`config.mk`:
```
export PLATFORM = sky130hd
export DESIGN_NAME = change_dispenser
export DESIGN_NICKNAME = d
export VERILOG_FILES = /design/src/rtl/change_pkg.sv /design/src/rtl/eject_timer.sv /design/src/rtl/change_dispenser.sv
export SDC_FILE = /design/constraint.sdc
export NUM_CORES = 1
export LEC_CHECK = 0
export CORE_AREA = 3 3 60 85
export DETAILED_ROUTE_END_ITERATION = 8
export DIE_AREA = 0 0 63 88
export GPL_TIMING_DRIVEN = 0
export PLACE_DENSITY = 0.69
export SETUP_SLACK_MARGIN = 0.15
export SYNTH_ARGS = -nofsm -noshare
export SYNTH_HDL_FRONTEND = slang
export SYNTH_SLANG_ARGS = --single-unit
```
`constraint.sdc`:
```
create_clock -name CLK -period 4.5 [get_ports CLK]
set_input_delay 0.9 -clock CLK [delete_from_list [all_inputs] [get_ports CLK]]
set_output_delay 0.9 -clock CLK [all_outputs]
set_load 0.005 [all_outputs]
```
`src/rtl/change_pkg.sv`:
```
// Shared types and coin constants for the change dispenser.
// Greedy coin selection lives here so the FSM and any future users agree on it.
package change_pkg;

    typedef enum logic [2:0] {
        IDLE,
        SELECT,
        PULSE,
        GAP,
        DONE
    } stateType;

    typedef enum logic [1:0] {
        DOLLAR,
        FIFTY,
        TEN,
        FIVE
    } coinType;

    localparam logic [7:0] DOLLAR_CENTS = 8'd100;
    localparam logic [7:0] FIFTY_CENTS  = 8'd50;
    localparam logic [7:0] TEN_CENTS    = 8'd10;
    localparam logic [7:0] FIVE_CENTS   = 8'd5;

    localparam int TIMER_W = 16;

    typedef struct packed {
        logic       valid;
        coinType    coin;
        logic [7:0] value;
    } pickType;

    // Largest coin not exceeding the remaining amount; valid=0 when under five cents.
    function automatic pickType pickCoin(input logic [7:0] remain);
        pickType p;
        logic [8:0] wide;
        wide    = {1'b0, remain};
        p.valid = 1'b1;
        p.coin  = DOLLAR;
        p.value = DOLLAR_CENTS;
        if (wide >= {1'b0, DOLLAR_CENTS}) begin
            p.coin  = DOLLAR;
            p.value = DOLLAR_CENTS;
        end else if (wide >= {1'b0, FIFTY_CENTS}) begin
            p.coin  = FIFTY;
            p.value = FIFTY_CENTS;
        end else if (wide >= {1'b0, TEN_CENTS}) begin
            p.coin  = TEN;
            p.value = TEN_CENTS;
        end else if (wide >= {1'b0, FIVE_CENTS}) begin
            p.coin  = FIVE;
            p.value = FIVE_CENTS;
        end else begin
            p.valid = 1'b0;
            p.coin  = FIVE;
            p.value = 8'd0;
        end
        return p;
    endfunction

endpackage

```
`src/rtl/eject_timer.sv`:
```
// Loadable down-counter timing the PULSE and GAP phases of the dispenser.
// lastCycle is high during the final cycle of a loaded interval.
module eject_timer
    import change_pkg::*;
(
    input  logic               CLK,
    input  logic               RST,
    input  logic               Enable,
    input  logic               timerLoad,
    input  logic [TIMER_W-1:0] loadValue,
    output logic               lastCycle
);

    logic [TIMER_W-1:0] count;

    always_ff @(posedge CLK) begin
        if (RST) begin
            count <= '0;
        end else if (Enable) begin
            if (timerLoad) begin
                count <= loadValue;
            end else if (count != '0) begin
                count <= count - 1'b1;
            end
        end
    end

    // A load of N gives N cycles, the last one flagged; zero is treated as expired.
    assign lastCycle = (count <= TIMER_W'(1));

endmodule

```
`src/rtl/change_dispenser.sv`:
```
// Coin-return back end: greedy 100/50/10/5 dispensing, one registered eject pulse at a time.
// Optional macro CHANGE_DISPENSER_COUNT_EN adds the CoinCount output.
module change_dispenser
    import change_pkg::*;
#(
    parameter int PULSE_CYCLES = 4,
    parameter int GAP_CYCLES   = 2
) (
    input  logic       CLK,
    input  logic       RST,
    input  logic       Enable,
    input  logic       Load,
    input  logic [7:0] Change,
    output logic       EjectDollar,
    output logic       EjectFifty,
    output logic       EjectTen,
    output logic       EjectFive,
    output logic       Busy,
    output logic       Done,
    output logic       Error
`ifdef CHANGE_DISPENSER_COUNT_EN
    ,
    output logic [7:0] CoinCount
`endif
);

    stateType           state;
    logic [7:0]         remain;
    pickType            pick;
    logic               timerLoad;
    logic [TIMER_W-1:0] timerValue;
    logic               timerLast;

    assign pick = pickCoin(remain);

    always_comb begin
        timerLoad  = 1'b0;
        timerValue = TIMER_W'(PULSE_CYCLES);
        if (state == SELECT && pick.valid) begin
            timerLoad  = 1'b1;
            timerValue = TIMER_W'(PULSE_CYCLES);
        end else if (state == PULSE && timerLast) begin
            timerLoad  = 1'b1;
            timerValue = TIMER_W'(GAP_CYCLES);
        end
    end

    eject_timer u_eject_timer (
        .CLK       (CLK),
        .RST       (RST),
        .Enable    (Enable),
        .timerLoad (timerLoad),
        .loadValue (timerValue),
        .lastCycle (timerLast)
    );

    // NOTE: all state here uses non-blocking assignments so every register
    // samples the pre-edge values; blocking writes would chain through the case.
    always_ff @(posedge CLK) begin
        if (RST) begin
            state       <= IDLE;
            remain      <= 8'd0;
            EjectDollar <= 1'b0;
            EjectFifty  <= 1'b0;
            EjectTen    <= 1'b0;
            EjectFive   <= 1'b0;
            Busy        <= 1'b0;
            Done        <= 1'b0;
            Error       <= 1'b0;
`ifdef CHANGE_DISPENSER_COUNT_EN
            CoinCount   <= 8'd0;
`endif
        end else if (Enable) begin
            Done <= 1'b0;
            case (state)
                IDLE: begin
                    if (Load) begin
                        remain <= Change;
                        Error  <= 1'b0;
                        Busy   <= 1'b1;
                        state  <= SELECT;
`ifdef CHANGE_DISPENSER_COUNT_EN
                        CoinCount <= 8'd0;
`endif
                    end
                end
                SELECT: begin
                    if (pick.valid) begin
                        remain      <= remain - pick.value;
                        EjectDollar <= (pick.coin == DOLLAR);
                        EjectFifty  <= (pick.coin == FIFTY);
                        EjectTen    <= (pick.coin == TEN);
                        EjectFive   <= (pick.coin == FIVE);
                        state       <= PULSE;
`ifdef CHANGE_DISPENSER_COUNT_EN
                        if (CoinCount != 8'hFF) CoinCount <= CoinCount + 8'd1;
`endif
                    end else begin
                        // Sub-nickel residue cannot be paid out; flag and drop it.
                        if (remain != 8'd0) Error <= 1'b1;
                        remain <= 8'd0;
                        Done   <= 1'b1;
                        state  <= DONE;
                    end
                end
                PULSE: begin
                    if (timerLast) begin
                        EjectDollar <= 1'b0;
                        EjectFifty  <= 1'b0;
                        EjectTen    <= 1'b0;
                        EjectFive   <= 1'b0;
                        state       <= GAP;
                    end
                end
                GAP: begin
                    if (timerLast) state <= SELECT;
                end
                DONE: begin
                    Busy  <= 1'b0;
                    state <= IDLE;
                end
                default: begin
                    state <= IDLE;
                end
            endcase
        end
    end

endmodule
```
# Word level (Yosys, flattened, before mapping)
# Cells that the tools add are included.
totals:
  elab_cells: 85
  input_bits: 12
  register_bits: 34
  out_inout_bits: 7
classes:
  mux: 39
  eq_ne: 13
  n_lt_le_gt_ge: 5
  n_addsub: 2
  n_reduce_logical: 16
op_table:
  columns: ["op", "count"]
  rows:
  - ["2-to-1 mux 16 bit", 2]
  - ["2-to-1 mux 3 bit", 7]
  - ["2-to-1 mux 10 bit", 2]
  - ["2-to-1 mux 1 bit", 17]
  - ["<= comparator 16 x 1 -> 1 bit (second input constant)", 1]
  - ["2-to-1 mux 8 bit", 2]
  - ["case mux 8 bit (2 select lines)", 1]
  - ["nonzero test 16 bit", 1]
  - ["subtractor 16 x 1 -> 16 bit (second input constant)", 1]
  - ["case mux 1 bit (2 select lines)", 6]
  - ["case mux 3 bit (4 select lines)", 1]
  - ["!= test 2 bit (second input constant)", 5]
  - ["2-to-1 mux 9 bit", 1]
  - [">= comparator 8 x 3 -> 1 bit (second input constant)", 1]
  - [">= comparator 8 x 4 -> 1 bit (second input constant)", 1]
  - [">= comparator 8 x 6 -> 1 bit (second input constant)", 1]
  - [">= comparator 8 x 7 -> 1 bit (second input constant)", 1]
  - ["AND reduction 4 bit", 2]
  - ["nonzero test 2 bit", 4]
  - ["nonzero test 8 bit", 1]
  - ["subtractor 8 bit", 1]
  - ["equality test 3 x 2 -> 1 bit (second input constant)", 2]
  - ["AND reduction 3 bit", 2]
  - ["AND reduction 5 bit", 1]
  - ["other kinds (9)", 11]

# Longest topological paths before layout
depth:
  ltp_word: 9
  mapped_depth: 12
  depth_no_buf: 11

# Hierarchy
# From an unflattened synthesis, not the netlist that was laid out.
unflattened:
  cells_unflattened: 303
  hier_area_um2: 2297.2
by_module_without_submodules:
  columns: ["mod", "n_inst", "area_per_inst_um2", "seq_area_each_um2", "cells_per_inst"]
  rows:
  - ["change_dispenser", 1, 1251.2, 360.3, 155]
  - ["eject_timer", 1, 1046.0, 320.3, 148]

# Worst setup path before layout
# Ideal clock, no wire load.
synth_path:
  kind: "register to register"
  from: "register remain[4]"
  to: "register remain[6]"
  n_path_buf: 0
  t_required_ps: 4414
  arrival_ps: 2770
  synth_period_minus_slack_ps: 2855
  path_stages_with_launch: 12
  setup_ps: 86
  path_slack_ps: 1645
  path_cell_list: "dfxtp_1 > nor4_1 > nand2_1 > nor2_1 > ha_1 > inv_1 > fa_1 > a211oi_1 > o21ai_0 > and3_1 > o31a_2 > a211oi_1"
synth_via:
  elab_chain_len: 8
  word_cells_on_any_way: 15
  classes_between: "add/sub: 1; order compare: 4; mux: 10"
synth_rtl:
  columns: ["element", "line", "rtl"]
  rows:
  - ["start: declaration", "change_dispenser.sv:28", "logic [7:0] remain;"]
  - ["start signal: assignment", "change_dispenser.sv:78", "remain <= Change;"]
  - ["start signal: assignment", "change_dispenser.sv:89", "remain <= remain - pick.value;"]
  - [">= comparator 8 x 3 -> 1 bit", "change_pkg.sv:50", "end else if (wide >= {1'b0, FIVE_CENTS}) begin"]
  - ["2-to-1 mux 3 bit", "change_pkg.sv:50", null]
  - ["2-to-1 mux 9 bit", "change_pkg.sv:47", "end else if (wide >= {1'b0, TEN_CENTS}) begin"]
  - ["2-to-1 mux 10 bit", "change_pkg.sv:44", "end else if (wide >= {1'b0, FIFTY_CENTS}) begin"]
  - ["2-to-1 mux 10 bit", "change_pkg.sv:41", "if (wide >= {1'b0, DOLLAR_CENTS}) begin"]
  - ["subtractor 8 bit", "change_dispenser.sv:89", null]
  - ["2-to-1 mux 8 bit *", "change_dispenser.sv:88", "if (pick.valid) begin"]
  - ["case mux 8 bit (2 select lines) *", "change_dispenser.sv:75", "case (state)"]
# Mark *: on every way between the ends. The rest lies on a longest branch, timed or not.
# A chain may end at the register's enable or synchronous reset.

# Worst setup path in the final report
# Ends and elaborated chain as after synthesis.

==> results.toml <==
[synthesis]
ys.warnings.count = 0
ys.flop_type = "dfxtp_1"
synth.most_common_cell = "dfxtp_1"
ys_top_cells_by_count = "34 x dfxtp_1, 24 x nand2_1, 21 x a21oi_1"
syn_area_sq_um = 2180
synth_mux_area_share_pct = 1.38
yosysTopAreaCell = "dfxtp_1"
synthSimpleGateAreaFrac_pct = 25.3
synth-compound-area-share_pct = 28.7
synth_top_area_share_pct = 31.2
synthXorXnorAreaFrac_pct = 0.402
synthAdderAreaFrac_pct = 6.66
synth_edf_count = 0
ys_seq_elements = 34
synth_nets = 296
synthArstFlopShare_pct = 0
synth_top_family_by_area = "compound AO/OA/AOI/OAI gates"
synthTopCellsByArea = "dfxtp_1 31%, ha_1 5.7%, a21oi_1 4.8%"
synth_cells = 273
synth_cell_types = 61
synth-seq-area-share_pct = 31.2
syn_area_per_cell_sq_um = 7.98

[clock_network]
cts_hold_buf = 0
cts_resized = 0
cts.path.max_buffers = 2
clk_latency_ns = 0.29
htreeDepth = 2
cts_buffers = 5
cts_tree = "yes"
cts.clk_slew.worst_paths_ns = 0.07
clock-sinks = 34
root_buffer = "clkbuf_8"
post_cts_buffers = 0

[critical_path]
crit_top_cell = "a211oi_1"
path_cells = "nor4_1 > nand2_1 > nor2_1 > ha_1 > inv_1 > fa_1 > a211oi_1 > o21ai_0 > and3_1 > o31a_2 > a211oi_1"
crit_path_max_incr_delay_ns = 0.57
rrSetupSlack_ns = 1.26
cp_data_required_time_ns = 4.71
cp.arrival_ns = 3.44
crit_type = "register to register"
r2r_end = "remain[6]"
ff2ff_path_depth = 11
critPathSlowestCell = "nor4_1"
start_kind = "register"
crit_path_end_kind = "register"
crit-reg2reg-launch = "remain[4]"
crit_path_max_fanout = 6

[timing]
clock_skew_ns = 0.00271
max_slew_margin_pct = 32.4
fmax_mhz = 309
period_minus_slack_ns = 3.24
fin_crit_sh_pct = 71.9
worst_pin_slew_ns = 1.01
hold_viol = 0
tns_ns = 0
drv_slew = 0
final-setup-viol-count = 0
rsz0062_at_grt = "no"

[layout]
postLayoutCellArea_sq_um = 2520
fillers = 452
drive_above_1_share_pct = 9.73
nets = 320
syn2layout_area_growth_pct = 15.7
n_antenna_cell = 0
finalNonFillerCells = 360

[drt]
wl_per_cell_um = 14.7
drcViolationCount = 0
drt-total-wl_mm = 5.30
ant_nets = 0
viasPerCell = 5.86
drt-pass1-iter-count = 4
vias = 2108
drtIter0Drc = 141

[global_route]
grt_pass1_vias = 2092
grt_usage_pct = 21.3
grt_start_max_net_pins = 12
overflow = 0
grt_pass1_wl_mm = 9.47
antenna_found_initial = 0

[die]
die_w_um = 63
dieArea_sq_um = 5540
io_pins = 19
coreArea_sq_um = 4460
die_h_um = 88
rows = 29
floorplan.initialDensity_pct = 48.8

[placed_design]
dpl.hpwl_mm = 4.03
gp_congestion = 0.845
portBuffers = 17
place_area_sq_um = 2430
dp_cells = 352

[min_path]
min-delay-start = "EjectDollar"
hold_depth = 2
hold_path_end = "EjectDollar"
hold_class = "register to register"

[status]
outcome = "finished, final reports clean"

[power_and_ir_drop]
p_leak_uw = 0.000945
power_density_nw_per_um2 = 586
ir_drop_mv = 0.236

[flow_run]
drv_cap = 0
==> where the power goes <==
group	total, uW	leakage (uW)	internal [uW]	switching [uW]
logic	771	0.000620	313	457
clock network	242	0.0000472	123	119
registers	464	0.000278	378	85.9
==> worst max-delay path, delay by kind of cell, from the launching register on <==
| family | cells | cell delay, ns |
|---|---|---|
| buf+inv | 1 | 0.05 |
| flops | 1 | 0.37 |
| simple gates | 4 | 1.19 |
| compound gates | 4 | 0.96 |
| fa+ha+maj | 2 | 0.60 |
==> cells in the final DEF (no fill, tap or decap), drive strengths merged, types with 3 or more instances in the layout <==
| cell type | instances |
|---|---|
| inv | 19 |
| clkbuf | 9 |
| clkdlybuf4s50 | 17 |
| a21oi | 21 |
| a31oi | 7 |
| nor2 | 20 |
| o21ai | 18 |
| nor3b | 4 |
| nand3 | 10 |
| nand4 | 4 |
| or4 | 3 |
| dfxtp | 34 |
| mux2i | 3 |
| nor3 | 8 |
| or3 | 13 |
| o31ai | 4 |
| buf | 8 |
| ha | 10 |
| nand2b | 3 |
| o211ai | 4 |
| nand2 | 24 |
| a211oi | 10 |
| nor4 | 5 |
==> per-stage QoR <==
step / worst slack [ns] / util, % / hold slack, ns / power, uW
floorplan: 1.64 / - / 0.429 / 1050
global placement: 1.25 / 54.4 / 0.441 / 1230
detailed placement: 1.25 / 54.4 / 0.450 / 1240
CTS: 1.22 / 56.5 / 0.461 / 1480
global route: 0.903 / 56.5 / 0.476 / 1620
finish: 1.26 / 56.5 / 0.458 / 1480
==> layout make-up <==
type | count | area (sq um) | area share [%]
sequential | 34 | 681 | 27.0
inverter | 19 | 71.3 | 2.83
multi-input combinational | 209 | 1360 | 53.9
tap | 62 | 77.6 | 3.08
buffer | 11 | 66.3 | 2.63
clock inverter | 2 | 12.5 | 0.496
clock buffer | 6 | 82.6 | 3.28
timing repair buffer | 17 | 170 | 6.75
==> worst max path at each step <==
stage	start	end	slack, ns
detailed placement	remain[4]	remain[6]	1.25
finish	remain[4]	remain[6]	1.26
global placement	remain[4]	remain[6]	1.25
global route	remain[4]	remain[6]	0.90
floorplan	remain[4]	remain[6]	1.64
CTS	remain[4]	remain[6]	1.22
==> sequential cells by signal, summed over array words and instances (netlist names) <==
signal,flops
Error,1
state,3
Busy,1
Done,1
remain,8
u_eject_timer.count,16
EjectFive,1
EjectDollar,1
EjectTen,1
EjectFifty,1
==> per-layer routing <==
layer | vias to the layer above | share of wire, % | global-route usage, %
li1 | 1079 | - | -
met1 | 978 | 39 | 22.9
met2 | 38 | 56 | 40.8
met3 | 13 | 3.2 | 3.21
met4 | 0 | 2.1 | 9.44
met5 | - | 0 | 0
==> cells by family (layout without fill, tap and decap cells) <==
logic type	count (synthesis)	count (layout)
simple gates	104	104
compound gates	90	90
flops	34	34
buf+inv	30	55
xor+xnor	1	1
mux	3	3
fa+ha+maj	11	11
Power figures use the tool's default switching activity.
